--- src/rtl/ram_fifo_if.sv ---
// Handshake and RAM-port bundle for ram_fifo_ctrl: push stream, pop stream and
// the simple dual-port BRAM write/read ports.
interface ram_fifo_if #(
  parameter int ADDR_WIDTH = 9,
  parameter int DATA_WIDTH = 8
);
  logic                  in_valid;
  logic [DATA_WIDTH-1:0] in_data;
  logic                  in_ready;
  logic                  out_valid;
  logic [DATA_WIDTH-1:0] out_data;
  logic                  out_ready;
  logic                  ram_write_en;
  logic [ADDR_WIDTH-1:0] ram_waddr;
  logic [DATA_WIDTH-1:0] ram_din;
  logic [ADDR_WIDTH-1:0] ram_raddr;
  logic [DATA_WIDTH-1:0] ram_dout;

  modport slave (
    input  in_valid, in_data, out_ready, ram_dout,
    output in_ready, out_valid, out_data, ram_write_en, ram_waddr, ram_din, ram_raddr
  );

  modport master (
    output in_valid, in_data, out_ready, ram_dout,
    input  in_ready, out_valid, out_data, ram_write_en, ram_waddr, ram_din, ram_raddr
  );
endinterface

--- src/rtl/ram_fifo_ctrl.sv ---
// FIFO controller around a 1-cycle-latency BRAM with a 2-entry FWFT output buffer.
// Optional macro RAM_FIFO_LEVEL_EN adds the combinational 'level' occupancy port.
module ram_fifo_ctrl #(
  parameter int ADDR_WIDTH = 9,
  parameter int DATA_WIDTH = 8
) (
  input  logic clk,
  input  logic rst,
  ram_fifo_if.slave bus
`ifdef RAM_FIFO_LEVEL_EN
  ,
  output logic [ADDR_WIDTH+1:0] level
`endif
);
  localparam int PW = ADDR_WIDTH + 1;
  localparam logic [PW-1:0] FULL_CNT = {1'b1, {ADDR_WIDTH{1'b0}}};

  logic [PW-1:0]         wptr_q, wptr_d;
  logic [PW-1:0]         rptr_q, rptr_d;
  logic [PW-1:0]         ram_cnt;
  logic                  rd_pend_q, rd_pend_d;
  logic [1:0]            occ_q, occ_d;
  logic [DATA_WIDTH-1:0] head_q, head_d;
  logic [DATA_WIDTH-1:0] skid_q, skid_d;
  logic                  in_ready, out_valid;
  logic                  push, pop, issue;
  logic [2:0]            after_pop;

  assign ram_cnt   = wptr_q - rptr_q;
  assign in_ready  = !rst && (ram_cnt != FULL_CNT);
  assign push      = bus.in_valid && in_ready;
  assign out_valid = (occ_q != 2'd0);
  assign pop       = out_valid && bus.out_ready;

  // Buffer slots still committed after this cycle's pop; a read may only be
  // issued if its data will find a free slot when it returns next cycle.
  assign after_pop = {1'b0, occ_q} + {2'b00, rd_pend_q} - {2'b00, pop};
  assign issue     = (ram_cnt != '0) && (after_pop < 3'd2);

  assign bus.in_ready     = in_ready;
  assign bus.out_valid    = out_valid;
  assign bus.out_data     = head_q;
  assign bus.ram_write_en = push;
  assign bus.ram_waddr    = wptr_q[ADDR_WIDTH-1:0];
  assign bus.ram_din      = bus.in_data;
  assign bus.ram_raddr    = rptr_q[ADDR_WIDTH-1:0];

`ifdef RAM_FIFO_LEVEL_EN
  assign level = {1'b0, ram_cnt}
               + {{(ADDR_WIDTH+1){1'b0}}, rd_pend_q}
               + {{ADDR_WIDTH{1'b0}}, occ_q};
`endif

  always_comb begin
    wptr_d    = wptr_q + {{ADDR_WIDTH{1'b0}}, push};
    rptr_d    = rptr_q + {{ADDR_WIDTH{1'b0}}, issue};
    rd_pend_d = issue;
    head_d    = head_q;
    skid_d    = skid_q;
    occ_d     = occ_q;
    if (pop) begin
      head_d = skid_q;
      occ_d  = occ_q - 2'd1;
    end
    // Returning RAM word lands behind whatever survives the pop.
    if (rd_pend_q) begin
      if (occ_d == 2'd0) head_d = bus.ram_dout;
      else               skid_d = bus.ram_dout;
      occ_d = occ_d + 2'd1;
    end
  end

  always_ff @(posedge clk or posedge rst) begin
    if (rst) begin
      wptr_q    <= '0;
      rptr_q    <= '0;
      rd_pend_q <= 1'b0;
      occ_q     <= 2'd0;
      head_q    <= '0;
    end else begin
      wptr_q    <= wptr_d;
      rptr_q    <= rptr_d;
      rd_pend_q <= rd_pend_d;
      occ_q     <= occ_d;
      head_q    <= head_d;
    end
  end

  always_ff @(posedge clk) begin
    skid_q <= skid_d;
  end
endmodule

--- src/flat_wrapper.sv ---
// flat-port wrapper written by rule: the top's interface ports become plain ports
module ram_fifo_ctrl_flat 
#(
  parameter int ADDR_WIDTH = 9,
  parameter int DATA_WIDTH = 8
)
  (clk, rst, bus_in_valid, bus_in_data, bus_out_ready, bus_ram_dout, bus_in_ready, bus_out_valid, bus_out_data, bus_ram_write_en, bus_ram_waddr, bus_ram_din, bus_ram_raddr);
  ram_fifo_if #(.ADDR_WIDTH(ADDR_WIDTH), .DATA_WIDTH(DATA_WIDTH)) bus_i ();
  input  logic clk;
  input  logic rst;
  input wire logic [$bits(bus_i.in_valid)-1:0] bus_in_valid;
  input wire logic [$bits(bus_i.in_data)-1:0] bus_in_data;
  input wire logic [$bits(bus_i.out_ready)-1:0] bus_out_ready;
  input wire logic [$bits(bus_i.ram_dout)-1:0] bus_ram_dout;
  output wire logic [$bits(bus_i.in_ready)-1:0] bus_in_ready;
  output wire logic [$bits(bus_i.out_valid)-1:0] bus_out_valid;
  output wire logic [$bits(bus_i.out_data)-1:0] bus_out_data;
  output wire logic [$bits(bus_i.ram_write_en)-1:0] bus_ram_write_en;
  output wire logic [$bits(bus_i.ram_waddr)-1:0] bus_ram_waddr;
  output wire logic [$bits(bus_i.ram_din)-1:0] bus_ram_din;
  output wire logic [$bits(bus_i.ram_raddr)-1:0] bus_ram_raddr;
  assign bus_i.in_valid = bus_in_valid;
  assign bus_i.in_data = bus_in_data;
  assign bus_i.out_ready = bus_out_ready;
  assign bus_i.ram_dout = bus_ram_dout;
  assign bus_in_ready = bus_i.in_ready;
  assign bus_out_valid = bus_i.out_valid;
  assign bus_out_data = bus_i.out_data;
  assign bus_ram_write_en = bus_i.ram_write_en;
  assign bus_ram_waddr = bus_i.ram_waddr;
  assign bus_ram_din = bus_i.ram_din;
  assign bus_ram_raddr = bus_i.ram_raddr;
  ram_fifo_ctrl #(.ADDR_WIDTH(ADDR_WIDTH), .DATA_WIDTH(DATA_WIDTH)) u_core (.clk(clk), .rst(rst), .bus(bus_i));
endmodule
--- config.mk ---
export PLATFORM = sky130hd
export DESIGN_NAME = ram_fifo_ctrl_flat
export DESIGN_NICKNAME = d
export VERILOG_FILES = /design/src/rtl/ram_fifo_if.sv /design/src/rtl/ram_fifo_ctrl.sv /design/src/flat_wrapper.sv
export SDC_FILE = /design/constraint.sdc
export NUM_CORES = 1
export LEC_CHECK = 0
export CORE_MARGIN = 2
export CORE_UTILIZATION = 25
export CTS_BUF_LIST = sky130_fd_sc_hd__clkbuf_4 sky130_fd_sc_hd__clkbuf_8 sky130_fd_sc_hd__clkbuf_16
export DETAILED_ROUTE_END_ITERATION = 7
export DONT_BUFFER_PORTS = 1
export GPL_ROUTABILITY_DRIVEN = 0
export PLACE_DENSITY = 0.43
export SYNTH_ARGS = -nofsm -noshare
export SYNTH_HDL_FRONTEND = slang
export SYNTH_SLANG_ARGS = --single-unit
export TNS_END_PERCENT = 100
--- constraint.sdc ---
create_clock -name clk -period 5.65 [get_ports clk]
set_input_delay 0.2825 -clock clk [delete_from_list [all_inputs] [get_ports clk]]
set_output_delay 0.2825 -clock clk [all_outputs]
set_load 0.03 [all_outputs]
# ---- Yosys cells after proc, flatten, opt, wreduce, memory -nomap -nowiden
# Cells that the tools add are included.
dict set report op_classes {
  mul 0
  n_addsub 7
  eq_ne 1
  reduce_logical 9
  n_bitwise 1
  order_cmp 1
  shifts 0
  mux 5
  div 0
}
# op count
set op_table {}
lappend op_table {{$mux W8} 3}
lappend op_table {{$add A10 B1 Y10} 2}
lappend op_table {{$ne A10 B10 Y1 const B} 1}
lappend op_table {{$reduce_bool A10 Y1} 1}
lappend op_table {{$sub A10 B10 Y10} 1}
lappend op_table {{$logic_and A1 B1 Y1} 4}
lappend op_table {{$mux W2} 2}
lappend op_table {{$add A2 B1 Y3} 1}
lappend op_table {{$lt A3 B2 Y1 const B} 1}
lappend op_table {{$sub A3 B1 Y3} 1}
lappend op_table {{$add A2 B1 Y2 const B} 1}
lappend op_table {{$logic_not A2 Y1} 1}
lappend op_table {{$reduce_and A2 Y1} 1}
lappend op_table {{$reduce_bool A2 Y1} 1}
lappend op_table {{$sub A2 B1 Y2 const B} 1}
lappend op_table {{$logic_not A1 Y1} 1}
lappend op_table {{$not A1 Y1} 1}
dict set report word_totals {
  register_bits 39
  output_inout_bits 37
  latchBits 0
  memories 0
  romBits 0
  ramBits 0
  word_cells 30
}

# ---- Logic depth before layout (Yosys ltp)
dict set report logic_depth {
  ltp_word 6
  depth_mapped 14
  depth_no_buf 13
}

# ---- Worst setup path before layout
# Ideal clock, no wire load.
dict set report synth_path {
  path_type {register to register}
  startpoint {register u_core.rptr_q[4]}
  endpoint {register u_core.wptr_q[4]}
  setup_ns 0.123
  n_path_buf 0
  arrival_time_ns 3.023
  slack_ns 2.504
  stages_incl_launch_ff 13
  required_ns 5.527
  synth_period_minus_slack_ns 3.146
  cell_sequence {dfrtp_1 > inv_1 > ha_1 > a21oi_1 > nand2_1 > o21a_1 > a211oi_1 > a2111oi_4 > a21oi_1 > ha_1 > ha_1 > nand3_1 > xnor2_1}
}
dict set report synth_via {
  elab_chain_len 5
}
# element line_no
set synth_lines {}
lappend synth_lines {{start: declaration} ram_fifo_ctrl.sv:19} ;# logic [PW-1:0] rptr_q, rptr_d;
lappend synth_lines {{start signal: assignment} ram_fifo_ctrl.sv:82} ;# rptr_q <= rptr_d;
lappend synth_lines {{$sub A10 B10 Y10} ram_fifo_ctrl.sv:29} ;# assign ram_cnt = wptr_q - rptr_q;
lappend synth_lines {{$ne A10 B10 Y1} ram_fifo_ctrl.sv:30} ;# assign in_ready = !rst && (ram_cnt != FULL_CNT);
lappend synth_lines {{$logic_and A1 B1 Y1} ram_fifo_ctrl.sv:30}
lappend synth_lines {{$logic_and A1 B1 Y1} ram_fifo_ctrl.sv:31} ;# assign push = bus.in_valid && in_ready;
lappend synth_lines {{via bus_ram_write_en} flat_wrapper.sv:18} ;# output wire logic [$bits(bus_i.ram_write_en)-1:0] bus_ram_write_en;
lappend synth_lines {{$add A10 B1 Y10} ram_fifo_ctrl.sv:55} ;# wptr_d = wptr_q + {{ADDR_WIDTH{1'b0}}, push};
lappend synth_lines {{via u_core.wptr_d[4]} ram_fifo_ctrl.sv:18} ;# logic [PW-1:0] wptr_q, wptr_d;
lappend synth_lines {{end signal: assignment} ram_fifo_ctrl.sv:81} ;# wptr_q <= wptr_d;
lappend synth_lines {{end: declaration} ram_fifo_ctrl.sv:18}
# The timed path passes the listed nets, and every way through them passes these cells.
# A chain may end at the register's enable or synchronous reset.

# ---- Worst setup path in the final report
dict set report layout_path {
  startpoint {register u_core.rptr_q[4]}
  endpoint {register u_core.wptr_q[6]}
}
# Same word-level chain as after synthesis.

==> impl_metrics.json <==
{
  "cp-startpoint": "u_core.rptr_q[4]",
  "layout_setup_ws_ns": 1.85,
  "final-setup-viol-count": 0,
  "post_cts_buffers": 0,
  "die_h_um": 99.4,
  "cp.arrival_ns": 3.97,
  "viasPerCell": 4.42,
  "dpl_worst_slack_ns": 1.83,
  "cp-endpoint": "u_core.wptr_q[6]",
  "hp-class": "input pin to register",
  "row_count": 34,
  "tritoncts": "built",
  "drive_above_1_share_pct": 5.50,
  "synth_area_um2": 2280,
  "dieArea_um2": 9890,
  "io_buffers": 0,
  "wl_per_cell_um": 15.5,
  "n_antenna_cell": 0,
  "synth_area_per_cell_um2": 10.4,
  "ys_seq_area_share_pct": 44.6,
  "finalCritPeriodShare_pct": 67.3,
  "fill_cells": 935,
  "final_hold_viol_count": 0,
  "ios": 57,
  "p_sw_mw": 0.678,
  "start_kind": "register",
  "numCtsBuffers": 5,
  "vias": 1362,
  "drt_iter0_drc": 75,
  "clock_latency_ns": 0.29,
  "ff_latch_area_um2": 1020,
  "cts_buffer_depth": 2,
  "leakagePower_nw": 1.00,
  "grt_max_degree": 32,
  "p_int_mw": 0.712,
  "drv_cap": 0,
  "start_util_pct": 26.0,
  "ir_drop_mv": 0.131,
  "fmax_mhz": 263,
  "syn-num-nets": 255,
  "yosys_warnings": 0,
  "p_clk_share_pct": 13.6,
  "design_area_um2": 2320,
  "cts_root_buf": "clkbuf_8",
  "core_area_um2": 8760,
  "rsz0062_at_grt": "false",
  "worstSetupPathType": "register to register",
  "gr-total-overflow": 0,
  "r2r_cells": 12,
  "cts_max_level": 2,
  "worstReg2RegEnd": "u_core.wptr_q[6]",
  "grt_pass1_vias": 1474,
  "nNetsFinal": 236,
  "grt_pass1_wl_mm": 7.72,
  "dp_hpwl_mm": 3.74,
  "dpl_cell_area_um2": 2220,
  "crit_path_max_fanout": 7,
  "drc": 0,
  "die_w_um": 99.4,
  "outcome": "completed",
  "wl_mm": 4.78,
  "tns_ns": 0,
  "first_pass_iters": 4,
  "relSlewSlack_pct": 44.1,
  "ant_nets": 0,
  "power_frac_seq_pct": 47.9,
  "comb_power_share_pct": 38.5,
  "synth_cells": 218,
  "tightest_slew_ns": 0.838,
  "critPathCaptureType": "register",
  "skew_ns": 0.00986,
  "multiInputGateArea_um2": 990,
  "ys_ff_latch": 39,
  "synth_cell_types": 33,
  "gr-usage-all-layers_pct": 10.1,
  "clk_pin_slew_ns": 0.08,
  "power.switching_fraction_pct": 48.8,
  "finalPower_mw": 1.39,
  "rrSetupSlack_ns": 1.85,
  "r2r-start": "u_core.rptr_q[4]",
  "powerDensity_nw_per_um2": 600,
  "period_needed_ns": 3.80,
  "antenna_found_initial": 0,
  "cts.sinks": 39,
  "slew_viol_final": 0,
  "critical_path_required_ns": 5.82,
  "area.growth.synth_to_final_pct": 1.81
}
-- metal layers --
layer  up-vias  track usage [%]  share of wire (%)
met5         -                0                  0
met4         0             3.16               0.96
met3         5             2.88                6.2
met2        31             16.5                 47
met1       641             12.9                 46
li1        685                -                  -
-- cell type report --
class                           instances  area share [%]
Inverter                               17            2.75
Sequential cell                        39            43.8
Clock inverter                          3           0.863
Timing Repair Buffer                    3            1.08
Multi-Input combinational cell        133            42.7
Tap cell                              108            5.83
Clock buffer                            5            2.97
-- synthesized netlist by cell type (all sizes together) --
cell type | instances | area [µm²]
xnor2 | 19 | 166
a211oi | 2 | 15.0
a21o | 2 | 15.0
clkbuf | 2 | 7.51
nand2b | 2 | 12.5
and2 | 1 | 6.26
a22o | 1 | 8.76
nor2 | 6 | 22.5
a311oi | 1 | 8.76
dfrtp | 31 | 776
o21a | 1 | 7.51
nor3 | 3 | 15.0
o211ai | 1 | 7.51
and4 | 1 | 8.76
fa | 1 | 20.0
a2111oi | 1 | 27.5
o311ai | 1 | 8.76
nand2 | 14 | 52.6
inv | 17 | 63.8
nor2b | 4 | 25.0
nand3 | 11 | 55.1
or3 | 2 | 12.5
buf | 27 | 200
xor2 | 4 | 35.0
o2111ai | 2 | 17.5
mux2i | 9 | 90.1
o21ai | 14 | 70.1
a21oi | 8 | 40.0
and3 | 5 | 31.3
o211a | 1 | 10.0
ha | 16 | 200
edfxtp | 8 | 240
-- power groups by stage --
stage          clock [mW]  sequential (mW)  combinational (mW)
6_report            0.189            0.667               0.535
3_3_place_gp            0            0.678               0.543
3_5_place_dp            0            0.683               0.540
2_1_floorplan           0            0.535               0.612
5_1_grt             0.205            0.690               0.618
4_1_cts             0.196            0.676               0.544
-- placed cells by master, fill, tap and decap left out, types with 5 or more instances in the layout --
master / count
a21oi_1: 8
and3_1: 5
clkbuf_8: 5
dfrtp_1: 31
edfxtp_1: 8
ha_1: 16
inv_1: 17
mux2i_1: 9
nand2_1: 14
nand3_1: 11
nor2_1: 6
o21ai_0: 14
xnor2_1: 19
-- how the worst min path moves through the flow --
stage | startpoint | end | slack [ns] | cells after the start
final | bus_ram_dout[4] | u_core.skid_q[4] | 0.08 | 0
after detailed placement | rst | u_core.bus.out_data[4] | 0.32 | 2
after CTS | bus_ram_dout[6] | u_core.skid_q[6] | 0.07 | 0
after global routing | bus_ram_dout[7] | u_core.skid_q[7] | 0.06 | 0
after global placement | rst | u_core.bus.out_data[1] | 0.32 | 2
after floorplan | bus_ram_dout[0] | u_core.skid_q[0] | 0.38 | 0
-- critical path, stage by stage, from the launching register on --
cell and delay, ns:
dfrtp_1 0.56, inv_1 0.15, ha_1 0.41, a21oi_1 0.20
nand2_1 0.12, o21a_1 0.22, a211oi_1 0.35, a2111oi_4 0.11
a21oi_1 0.71, ha_1 0.36, ha_1 0.24, nand3_1 0.11
xnor2_1 0.15
-- logic make-up (layout without fill, tap and decap cells) --
kind of cell             count (synthesis)  in the layout  synth area share (%)
XOR/XNOR                                23             23                  8.85
multiplexers                             9              9                  3.96
AO/OA/AOI/OAI                           35             35                  10.4
AND/OR/NAND/NOR                         49             49                  10.6
adder cells (fa/ha/maj)                 17             17                  9.67
flip-flops                              39             39                  44.6
buffers and inverters                   46             28                  11.9
-- sequential cells by signal, summed over array words and instances (netlist names) --
signal,count
u_core.skid_q,8
u_core.wptr_q,10
u_core.rptr_q,10
u_core.occ_q,2
u_core.rd_pend_q,1
u_core.bus.out_data,8
-- timing repair --
| item | CTS | global route |
|---|---|---|
| hold endpoints to repair | 16 | 0 |
| hold buffers | 1 | 0 |
| gates resized for setup | 0 | 0 |
-- per-stage QoR --
step	hold WS, ns	utilization [%]	instances
after floorplan	0.381	-	218
after global placement	0.316	25.3	299
after detailed placement	0.317	25.3	299
after CTS	0.0720	26.5	308
after global routing	0.0644	26.5	308
final	0.0807	26.5	308
(Power assumes the default switching activity.)
